==> config.mk <==
export PLATFORM = sky130hd
export DESIGN_NAME = syn_gpu_div_client_flat
export DESIGN_NICKNAME = d
export VERILOG_FILES = /design/src/rtl/syn_gpu_div_client_if.sv /design/src/rtl/syn_gpu_div_client.sv /design/src/flat_wrapper.sv
export SDC_FILE = /design/constraint.sdc
export NUM_CORES = 1
export LEC_CHECK = 0
export CAP_MARGIN = 10
export CORE_ASPECT_RATIO = 0.5
export CORE_MARGIN = 2
export CORE_UTILIZATION = 50
export CTS_CLUSTER_DIAMETER = 60
export CTS_CLUSTER_SIZE = 14
export DETAILED_ROUTE_END_ITERATION = 16
export PLACE_DENSITY = 0.87
export SYNTH_ARGS = -nofsm -noshare
export SYNTH_HDL_FRONTEND = slang
export SYNTH_SLANG_ARGS = --single-unit
==> constraint.sdc <==
create_clock -name clk_ir -period 5.8 [get_ports clk_ir]
set_input_delay 0.58 -clock clk_ir [delete_from_list [all_inputs] [get_ports clk_ir]]
set_output_delay 0.58 -clock clk_ir [all_outputs]
set_load 0.005 [all_outputs]
==> src/rtl/syn_gpu_div_client_if.sv <==
// Signal bundle for the GPU divide client.
// It carries the local command/response handshake and the mulberry divide bus lines.
//   master : the divide client. It drives cmd_ready, the rsp_* signals and the div_req_* lines.
//   slave  : the environment (the local sub-block and the divider). It drives the rest.
// Local command : cmd_valid, cmd_ready, cmd_dividend[15:0], cmd_divisor[15:0]
// Local result  : rsp_valid, rsp_ready, rsp_quot[15:0], rsp_rem[15:0], rsp_err[1:0]
// Mulberry bus  : div_req_mid, div_req_data[31:0], div_busy, div_rsp_mid, div_rsp_data[31:0]
interface syn_gpu_div_client_if #(
    parameter int unsigned MID_W = 4
);
    logic             cmd_valid;
    logic             cmd_ready;
    logic [15:0]      cmd_dividend;
    logic [15:0]      cmd_divisor;

    logic             rsp_valid;
    logic             rsp_ready;
    logic [15:0]      rsp_quot;
    logic [15:0]      rsp_rem;
    logic [1:0]       rsp_err;

    logic [MID_W-1:0] div_req_mid;
    logic [31:0]      div_req_data;
    logic             div_busy;
    logic [MID_W-1:0] div_rsp_mid;
    logic [31:0]      div_rsp_data;

    modport master (
        input  cmd_valid, cmd_dividend, cmd_divisor, rsp_ready,
               div_busy, div_rsp_mid, div_rsp_data,
        output cmd_ready, rsp_valid, rsp_quot, rsp_rem, rsp_err,
               div_req_mid, div_req_data
    );

    modport slave (
        output cmd_valid, cmd_dividend, cmd_divisor, rsp_ready,
               div_busy, div_rsp_mid, div_rsp_data,
        input  cmd_ready, rsp_valid, rsp_quot, rsp_rem, rsp_err,
               div_req_mid, div_req_data
    );
endinterface

==> src/rtl/syn_gpu_div_client.sv <==
// Mulberry bus initiator for the GPU divide service.
// The client takes one 16b/16b divide command at a time.
// It issues a single-cycle tagged request on the div lines, then waits for the
// matching response and returns the quotient and remainder to the local client.
// A zero divisor is answered locally with no bus request.
// If no response arrives within TMO_CYC cycles, the client returns a timeout error.
// Ports:
//   clk_ir     : system clock
//   rst_sync_l : asynchronous active-low reset
//   bus        : syn_gpu_div_client_if.master (command, result and mulberry div lines)
// rsp_err encoding: 0 = ok, 1 = divide-by-zero, 2 = timeout.
module syn_gpu_div_client #(
    parameter int unsigned       MID_W    = 4,
    parameter logic [MID_W-1:0]  MID_IDLE = '0,
    parameter logic [MID_W-1:0]  MY_MID   = MID_W'(1),
    parameter int unsigned       TMO_W    = 8,
    parameter int unsigned       TMO_CYC  = 200
) (
    input  logic                 clk_ir,
    input  logic                 rst_sync_l,
    syn_gpu_div_client_if.master bus
);

    localparam logic [1:0] ERR_OK  = 2'd0;
    localparam logic [1:0] ERR_DIV0 = 2'd1;
    localparam logic [1:0] ERR_TMO = 2'd2;

    typedef enum logic [1:0] {
        S_IDLE,
        S_ISSUE,
        S_WAIT_RSP,
        S_DONE
    } state_t;

    state_t           state, state_nxt;

    logic [15:0]      dvd_q, dvd_nxt;
    logic [15:0]      dvs_q, dvs_nxt;
    logic [TMO_W-1:0] tmo_q, tmo_nxt;

    logic             cmd_ready_q;
    logic             rsp_valid_q;
    logic [15:0]      quot_q, quot_nxt;
    logic [15:0]      rem_q, rem_nxt;
    logic [1:0]       err_q, err_nxt;
    logic [MID_W-1:0] req_mid_q, req_mid_nxt;
    logic [31:0]      req_data_q, req_data_nxt;

    logic             rsp_match;

    assign rsp_match = (bus.div_rsp_mid == MY_MID);

    always_ff @(posedge clk_ir or negedge rst_sync_l) begin
        if (!rst_sync_l) begin
            state <= S_IDLE;
        end else begin
            state <= state_nxt;
        end
    end

    always_comb begin
        state_nxt    = state;
        dvd_nxt      = dvd_q;
        dvs_nxt      = dvs_q;
        quot_nxt     = quot_q;
        rem_nxt      = rem_q;
        err_nxt      = err_q;
        req_mid_nxt  = MID_IDLE;     // the request is a one-clock pulse
        req_data_nxt = req_data_q;   // data lingers after the pulse
        tmo_nxt      = '0;

        unique case (state)
            S_IDLE: begin
                // cmd_ready is registered, so it gates acceptance.
                // This keeps the cycle right after reset release from taking a command.
                if (bus.cmd_valid && cmd_ready_q) begin
                    dvd_nxt = bus.cmd_dividend;
                    dvs_nxt = bus.cmd_divisor;
                    if (bus.cmd_divisor == 16'd0) begin
                        quot_nxt  = '1;
                        rem_nxt   = bus.cmd_dividend;
                        err_nxt   = ERR_DIV0;
                        state_nxt = S_DONE;
                    end else begin
                        state_nxt = S_ISSUE;
                    end
                end
            end
            S_ISSUE: begin
                if (!bus.div_busy) begin
                    req_mid_nxt  = MY_MID;
                    req_data_nxt = {dvd_q, dvs_q};
                    state_nxt    = S_WAIT_RSP;
                end
            end
            S_WAIT_RSP: begin
                // A match takes priority over a timeout in the same cycle.
                if (rsp_match) begin
                    quot_nxt  = bus.div_rsp_data[31:16];
                    rem_nxt   = bus.div_rsp_data[15:0];
                    err_nxt   = ERR_OK;
                    state_nxt = S_DONE;
                end else if (tmo_q == TMO_W'(TMO_CYC - 1)) begin
                    quot_nxt  = '0;
                    rem_nxt   = '0;
                    err_nxt   = ERR_TMO;
                    state_nxt = S_DONE;
                end else begin
                    tmo_nxt = tmo_q + TMO_W'(1);
                end
            end
            S_DONE: begin
                if (bus.rsp_ready) begin
                    state_nxt = S_IDLE;
                end
            end
        endcase
    end

    // The handshake flags are derived from the next state.
    // Because of that, they change on the same edge as the FSM.
    always_ff @(posedge clk_ir or negedge rst_sync_l) begin
        if (!rst_sync_l) begin
            dvd_q       <= '0;
            dvs_q       <= '0;
            tmo_q       <= '0;
            cmd_ready_q <= 1'b0;
            rsp_valid_q <= 1'b0;
            quot_q      <= '0;
            rem_q       <= '0;
            err_q       <= ERR_OK;
            req_mid_q   <= MID_IDLE;
            req_data_q  <= '0;
        end else begin
            dvd_q       <= dvd_nxt;
            dvs_q       <= dvs_nxt;
            tmo_q       <= tmo_nxt;
            cmd_ready_q <= (state_nxt == S_IDLE);
            rsp_valid_q <= (state_nxt == S_DONE);
            quot_q      <= quot_nxt;
            rem_q       <= rem_nxt;
            err_q       <= err_nxt;
            req_mid_q   <= req_mid_nxt;
            req_data_q  <= req_data_nxt;
        end
    end

    assign bus.cmd_ready    = cmd_ready_q;
    assign bus.rsp_valid    = rsp_valid_q;
    assign bus.rsp_quot     = quot_q;
    assign bus.rsp_rem      = rem_q;
    assign bus.rsp_err      = err_q;
    assign bus.div_req_mid  = req_mid_q;
    assign bus.div_req_data = req_data_q;

endmodule

==> src/flat_wrapper.sv <==
// flat-port wrapper written by rule: the top's interface ports become plain ports
module syn_gpu_div_client_flat 
#(
    parameter int unsigned       MID_W    = 4,
    parameter logic [MID_W-1:0]  MID_IDLE = '0,
    parameter logic [MID_W-1:0]  MY_MID   = MID_W'(1),
    parameter int unsigned       TMO_W    = 8,
    parameter int unsigned       TMO_CYC  = 200
)
  (clk_ir, rst_sync_l, bus_cmd_valid, bus_cmd_dividend, bus_cmd_divisor, bus_rsp_ready, bus_div_busy, bus_div_rsp_mid, bus_div_rsp_data, bus_cmd_ready, bus_rsp_valid, bus_rsp_quot, bus_rsp_rem, bus_rsp_err, bus_div_req_mid, bus_div_req_data);
  syn_gpu_div_client_if #(.MID_W(MID_W)) bus_i ();
  input  logic clk_ir;
  input  logic rst_sync_l;
  input wire logic [$bits(bus_i.cmd_valid)-1:0] bus_cmd_valid;
  input wire logic [$bits(bus_i.cmd_dividend)-1:0] bus_cmd_dividend;
  input wire logic [$bits(bus_i.cmd_divisor)-1:0] bus_cmd_divisor;
  input wire logic [$bits(bus_i.rsp_ready)-1:0] bus_rsp_ready;
  input wire logic [$bits(bus_i.div_busy)-1:0] bus_div_busy;
  input wire logic [$bits(bus_i.div_rsp_mid)-1:0] bus_div_rsp_mid;
  input wire logic [$bits(bus_i.div_rsp_data)-1:0] bus_div_rsp_data;
  output wire logic [$bits(bus_i.cmd_ready)-1:0] bus_cmd_ready;
  output wire logic [$bits(bus_i.rsp_valid)-1:0] bus_rsp_valid;
  output wire logic [$bits(bus_i.rsp_quot)-1:0] bus_rsp_quot;
  output wire logic [$bits(bus_i.rsp_rem)-1:0] bus_rsp_rem;
  output wire logic [$bits(bus_i.rsp_err)-1:0] bus_rsp_err;
  output wire logic [$bits(bus_i.div_req_mid)-1:0] bus_div_req_mid;
  output wire logic [$bits(bus_i.div_req_data)-1:0] bus_div_req_data;
  assign bus_i.cmd_valid = bus_cmd_valid;
  assign bus_i.cmd_dividend = bus_cmd_dividend;
  assign bus_i.cmd_divisor = bus_cmd_divisor;
  assign bus_i.rsp_ready = bus_rsp_ready;
  assign bus_i.div_busy = bus_div_busy;
  assign bus_i.div_rsp_mid = bus_div_rsp_mid;
  assign bus_i.div_rsp_data = bus_div_rsp_data;
  assign bus_cmd_ready = bus_i.cmd_ready;
  assign bus_rsp_valid = bus_i.rsp_valid;
  assign bus_rsp_quot = bus_i.rsp_quot;
  assign bus_rsp_rem = bus_i.rsp_rem;
  assign bus_rsp_err = bus_i.rsp_err;
  assign bus_div_req_mid = bus_i.div_req_mid;
  assign bus_div_req_data = bus_i.div_req_data;
  syn_gpu_div_client #(.MID_W(MID_W), .MID_IDLE(MID_IDLE), .MY_MID(MY_MID), .TMO_W(TMO_W), .TMO_CYC(TMO_CYC)) u_core (.clk_ir(clk_ir), .rst_sync_l(rst_sync_l), .bus(bus_i));
endmodule
**After elaboration in Yosys (flattened, before gate mapping)**

Index checks and enable logic that the tools add are counted.

- Add/subtract/negate cells: 1
- Eq/ne operators: 9
- Multiplexer cells: 26
- Bitwise gates (word level): 1
- Reductions and logical operators: 8

Operators by type and width:

| operator | count |
|---|---|
| $mux W16 | 7 |
| $pmux W16 S2 | 2 |
| $mux W8 | 3 |
| $mux W2 | 10 |
| $logic_not A16 Y1 | 1 |
| $add A8 B1 Y8 const B | 1 |
| $eq A8 B8 Y1 const B | 1 |
| $pmux W2 S4 | 1 |
| $eq A2 B2 Y1 const B | 3 |
| $eq A4 B1 Y1 const B | 1 |
| $logic_not A2 Y1 | 2 |
| $mux W4 | 1 |
| $ne A2 B1 Y1 const B | 2 |
| $pmux W2 S2 | 1 |
| $reduce_and A2 Y1 | 2 |
| $reduce_and A4 Y1 | 1 |
| $ne A3 B1 Y1 const B | 1 |
| $eq A2 B1 Y1 const B | 1 |
| $reduce_bool A2 Y1 | 1 |
| $logic_and A1 B1 Y1 | 1 |
| $mux W1 | 1 |
| $not A1 Y1 | 1 |

- Register bits: 114

**Depth between registers and ports, before layout**

- Word-level depth: 5
- Depth in mapped cells: 7
- Gate-level depth less buffers: 4

**Least setup slack after synthesis**

Ideal clock, no wire load.

- Kind: input -> register
- From: in bus_div_rsp_mid[1]
- To: reg u_core.err_q[0] (netlist: u_core.bus.rsp_err[0])
- Arrival time: 2.003 ns
- Slack: 3.669 ns
- Cell stages on the path: 6
- Buffers on the path: 2
- Cell sequence: nor4b_4 -> nor2_1 -> a222oi_1 -> buf_4 -> buf_6 -> mux2_1

- Longest elaborated chain between the ends: 3

Ends and longest elaborated chain:

| item | line | text |
|---|---|---|
| start: declaration | flat_wrapper.sv:19 | `input wire logic [$bits(bus_i.div_rsp_mid)-1:0] bus_div_rsp_mid;` |
| $eq A4 B1 Y1 * | syn_gpu_div_client.sv:51 | `assign rsp_match = (bus.div_rsp_mid == MY_MID);` |
| $ne A3 B1 Y1 (no line) / $mux W2 (equally long branches) | n/a |  |
| $reduce_and A4 Y1 (no line) / $pmux W2 S2 (equally long branches) | n/a |  |
| end signal: assignment | syn_gpu_div_client.sv:142 | `err_q <= err_nxt;` |
| end: declaration | syn_gpu_div_client.sv:45 | `logic [1:0] err_q, err_nxt;` |

Mark *: on every way between the ends. The rest lies on a longest branch, timed or not.
A chain may end at the register's enable or synchronous reset.

**Final worst setup path**

- From: in bus_div_rsp_mid[1]
- To: reg u_core.rem_q[7] (netlist: u_core.bus.rsp_rem[7])

- Longest elaborated chain between the ends: 3

Ends and longest elaborated chain:

| item | line | text |
|---|---|---|
| $eq A4 B1 Y1 * | syn_gpu_div_client.sv:51 |  |
| $ne A3 B1 Y1 (no line) / $mux W16 (equally long branches) | n/a |  |
| $reduce_and A4 Y1 (no line) / $pmux W16 S2 (equally long branches) | n/a |  |
| end signal: assignment | syn_gpu_div_client.sv:141 | `rem_q <= rem_nxt;` |
| end: declaration | syn_gpu_div_client.sv:44 | `logic [15:0] rem_q, rem_nxt;` |

Marked as above.

==> impl_metrics.ini <==
[run_status]
status = complete, no violations

[detailed_routing]
num_vias = 3220
route.antenna.remaining_nets = 0
drt_iter0_markers = 204
vias_per_cell = 5.185
drc = 0
drt-pass1-iter-count = 4
wirelength_um = 10700
wl_per_cell_um = 17.24

[setup_path]
cpMostUsedCell = buf_4
critPathMaxStageDelay_ps = 530
cp_slowest_cell = buf_4
cp-end-kind = flop
critPathMaxFanout = 36
crit_end = u_core.bus.rsp_rem[7]$_DFFE_PN0P_
start_kind = input pin
worstPathArrival_ps = 3050
worstPathRequired_ps = 6030
regToRegEndpoint = u_core.bus.rsp_rem[7]$_DFFE_PN0P_
timing_worst_setup_path_type = in -> reg
reg2regPathDepth = 6
r2r_slack_ps = 3140
r2r-start = u_core.state[1]$_DFF_PN0_
cp_cell_sequence = clkdlybuf4s50_1 -> nor4b_4 -> buf_4 -> nor2_1 -> a222oi_1 -> buf_4 -> mux2_2
crit_path_start = bus_div_rsp_mid[1]

[place]
place_area_um2 = 6170
numPortBuffers = 141
gp_congestion = 0.7829
dpl.hpwl_um = 7328
dp.cells = 605

[clock_tree]
cts_tree = built
cts.sinks = 111
root_buffer = clkbuf_16
clk_path_buf_depth = 2
postCtsSetupBuffers = 0
cts_htree_levels = 3
cts_hold_buf = 0
post_cts_resize_count = 0
insertion_delay_ps = 350
clk_pin_slew_worst_paths_ps = 70
numCtsBuffers = 9

[yosys]
yosys-mux-area-fraction_pct = 23.67
synth-simple-area-share_pct = 7.015
async_flop_share_pct = 100.0
yosys.area_share.xor_xnor_pct = 1.124
syn_area_um2 = 4673
ys_seq_area_share_pct = 59.44
synthFlopType = dfrtp_1
synth-adder-area-share_pct = 0.2677
yosysWarnings = 0
synth_edf_count = 0
ys_seq_elements = 111
syn_inst = 363
syn_area_per_cell_um2 = 12.87
synth-compound-area-share_pct = 4.070
synth_top_family_by_area = multiplexers
synth.distinct_cells = 30

[floorplanning]
die_y_um = 72.36
io_pins = 145
start_util_pct = 52.58
rows = 24
core-area_um2 = 8889
die-area_um2 = 10180
die_w_um = 140.7

[pwr]
clkPwrFrac_pct = 20.7
switching_share_pct = 28.87
p_seq_share_pct = 41.4
vdd.ir_drop.worst_v = 0.0002184
p_leak_uw = 0.002782
p_switching_uw = 934.5
power.total_uw = 3237
p_int_uw = 2302
comb_power_share_pct = 37.9
power_density_nw_per_um2 = 498.1

[grt]
grt_pass1_wl_um = 17340
overflow = 0
grtUsageTotal_pct = 22.23
antenna_found_initial = 0
grt_pass1_vias = 3429
grt_max_degree = 64

[final_layout]
num_antenna_cells = 0
drive_above_1_share_pct = 18.85
stdcell_area_um2 = 6497
fin_cells = 621
area_delta_synth_final_pct = 39.04
nets = 573

[sta]
rsz0062_at_grt = false
fin_crit_sh_pct = 48.64
fin_tns_setup_ps = 0
max_slew_margin_pct = 38.53
setup_violations = 0
hold_viol = 0
whs_ps = 311.1
final_max_slew_viol_count = 0
worst_pin_slew_ps = 922.1
skew_ps = 5.207
period_minus_slack_ps = 2821
max_freq_mhz = 354.5

[worst_hold_path]
hp-class = in -> async

[flow_run]
drv_cap = 0
## through the flow
step / setup slack (ps) / utilization [%]
after floorplan: 3669 / -
after global placement: 2716 / 69.41
after detailed placement: 2635 / 69.41
after CTS: 2998 / 73.10
after global routing: 2872 / 73.10
final: 2979 / 73.10
## cells in the mapped netlist (2+ instances only)
| cell type | n | area [um2] |
|---|---|---|
| xnor2_1 | 2 | 17.52 |
| buf_6 | 2 | 22.52 |
| a21oi_1 | 17 | 85.08 |
| and2_1 | 2 | 12.51 |
| inv_1 | 20 | 75.07 |
| mux2i_1 | 16 | 160.2 |
| nand3_1 | 6 | 30.03 |
| xor2_1 | 4 | 35.03 |
| dfrtp_1 | 111 | 2778 |
| clkbuf_1 | 16 | 60.06 |
| o21ai_0 | 17 | 85.08 |
| nor4_1 | 4 | 25.02 |
| buf_4 | 4 | 30.03 |
| nor2_1 | 9 | 33.78 |
| mux2_1 | 14 | 157.7 |
| nor4bb_1 | 2 | 20.02 |
| and3_1 | 3 | 18.77 |
| mux2_2 | 68 | 765.7 |
| nand4_1 | 2 | 12.51 |
| nand2_1 | 34 | 127.6 |
## critical path: cells and delay by family
| kind | cells | cell delay (ps) |
|---|---|---|
| buffers and inverters | 3 | 1370 |
| muxes | 1 | 400 |
| and+or+nand+nor | 2 | 360 |
| AOI/OAI and AO/OA | 1 | 310 |
## power groups by stage
| stage | sequential, uW | clock, uW | combinational (uW) |
|---|---|---|---|
| after floorplan | 1330 | 0 | 544 |
| after global placement | 1330 | 0 | 1190 |
| after detailed placement | 1350 | 0 | 1230 |
| after CTS | 1340 | 682 | 1250 |
| after global routing | 1390 | 715 | 1330 |
| final | 1340 | 670 | 1230 |
## how the worst min path moves through the flow
| stage | cells after the start | endpoint | slack [ps] |
|---|---|---|---|
| 2_1_floorplan | 0 | u_core.bus.cmd_ready$_DFF_PN0_ | 280 |
| 3_3_place_gp | 1 | u_core.bus.rsp_rem[14]$_DFFE_PN0P_ | 470 |
| 3_5_place_dp | 1 | u_core.bus.rsp_err[1]$_DFFE_PN0P_ | 480 |
| 4_1_cts | 1 | u_core.bus.rsp_quot[3]$_DFFE_PN0P_ | 340 |
| 5_1_grt | 1 | u_core.bus.rsp_quot[3]$_DFFE_PN0P_ | 360 |
| 6_report | 1 | u_core.bus.rsp_quot[3]$_DFFE_PN0P_ | 310 |
## sequential cells by signal (all words and copies together), names as in the netlist, 2 cells and up
register	count
u_core.state	2
u_core.dvs_q	16
u_core.bus.rsp_rem	16
u_core.tmo_q	8
u_core.dvd_q	16
u_core.bus.div_req_data	32
u_core.bus.rsp_quot	16
u_core.bus.rsp_err	2
## cells in the final DEF (no fill, tap or decap)
cell type          n
ha_1               1
nor4bb_4           1
clkbuf_16          9
nor2_1             9
nor3_1             1
mux2_1            14
a41o_1             1
clkinvlp_4         1
conb_1             3
inv_1             20
xor2_1             4
nor3b_4            1
buf_4              6
xnor2_1            2
nand3_1            6
clkdlybuf4s50_1  140
nor4_1             4
mux2_2            68
a222oi_1           1
nand2_1           34
dfrtp_1          111
nor4b_4            1
clkinv_4           1
nand2b_2           1
o21ai_0           17
and3_1             3
a21oi_1           17
inv_6              3
nand4_1            2
and2_1             2
mux2i_1           16
bufinv_16          2
nor4bb_1           1
mux4_2             1
## layout make-up
| cell class | count | area (um2) |
|---|---|---|
| clock buffers | 9 | 225.2 |
| clock inverters | 7 | 102.6 |
| fillers | 592 | 2391 |
| inverters | 20 | 75.07 |
| multi-input cells | 211 | 1724 |
| flip-flops and latches | 111 | 2778 |
| well taps | 117 | 146.4 |
| repair buffers | 146 | 1446 |
## metal layers
metal	vias up	track usage [%]	routed length [um]
met5	-	0	0
met4	0	8.111	232
met3	23	5.875	402
met2	77	39.02	5522
met1	1612	27.13	4547
li1	1508	-	-
## cells by family after synthesis
group                    after synthesis
flip-flops                           111
other                                  1
adder cells (fa/ha/maj)                1
multiplexers                          99
XOR/XNOR                               6
buffers and inverters                 43
AND/OR/NAND/NOR                       66
AO/OA/AOI/OAI                         36
Note: power is estimated with default switching activity, not from simulation.
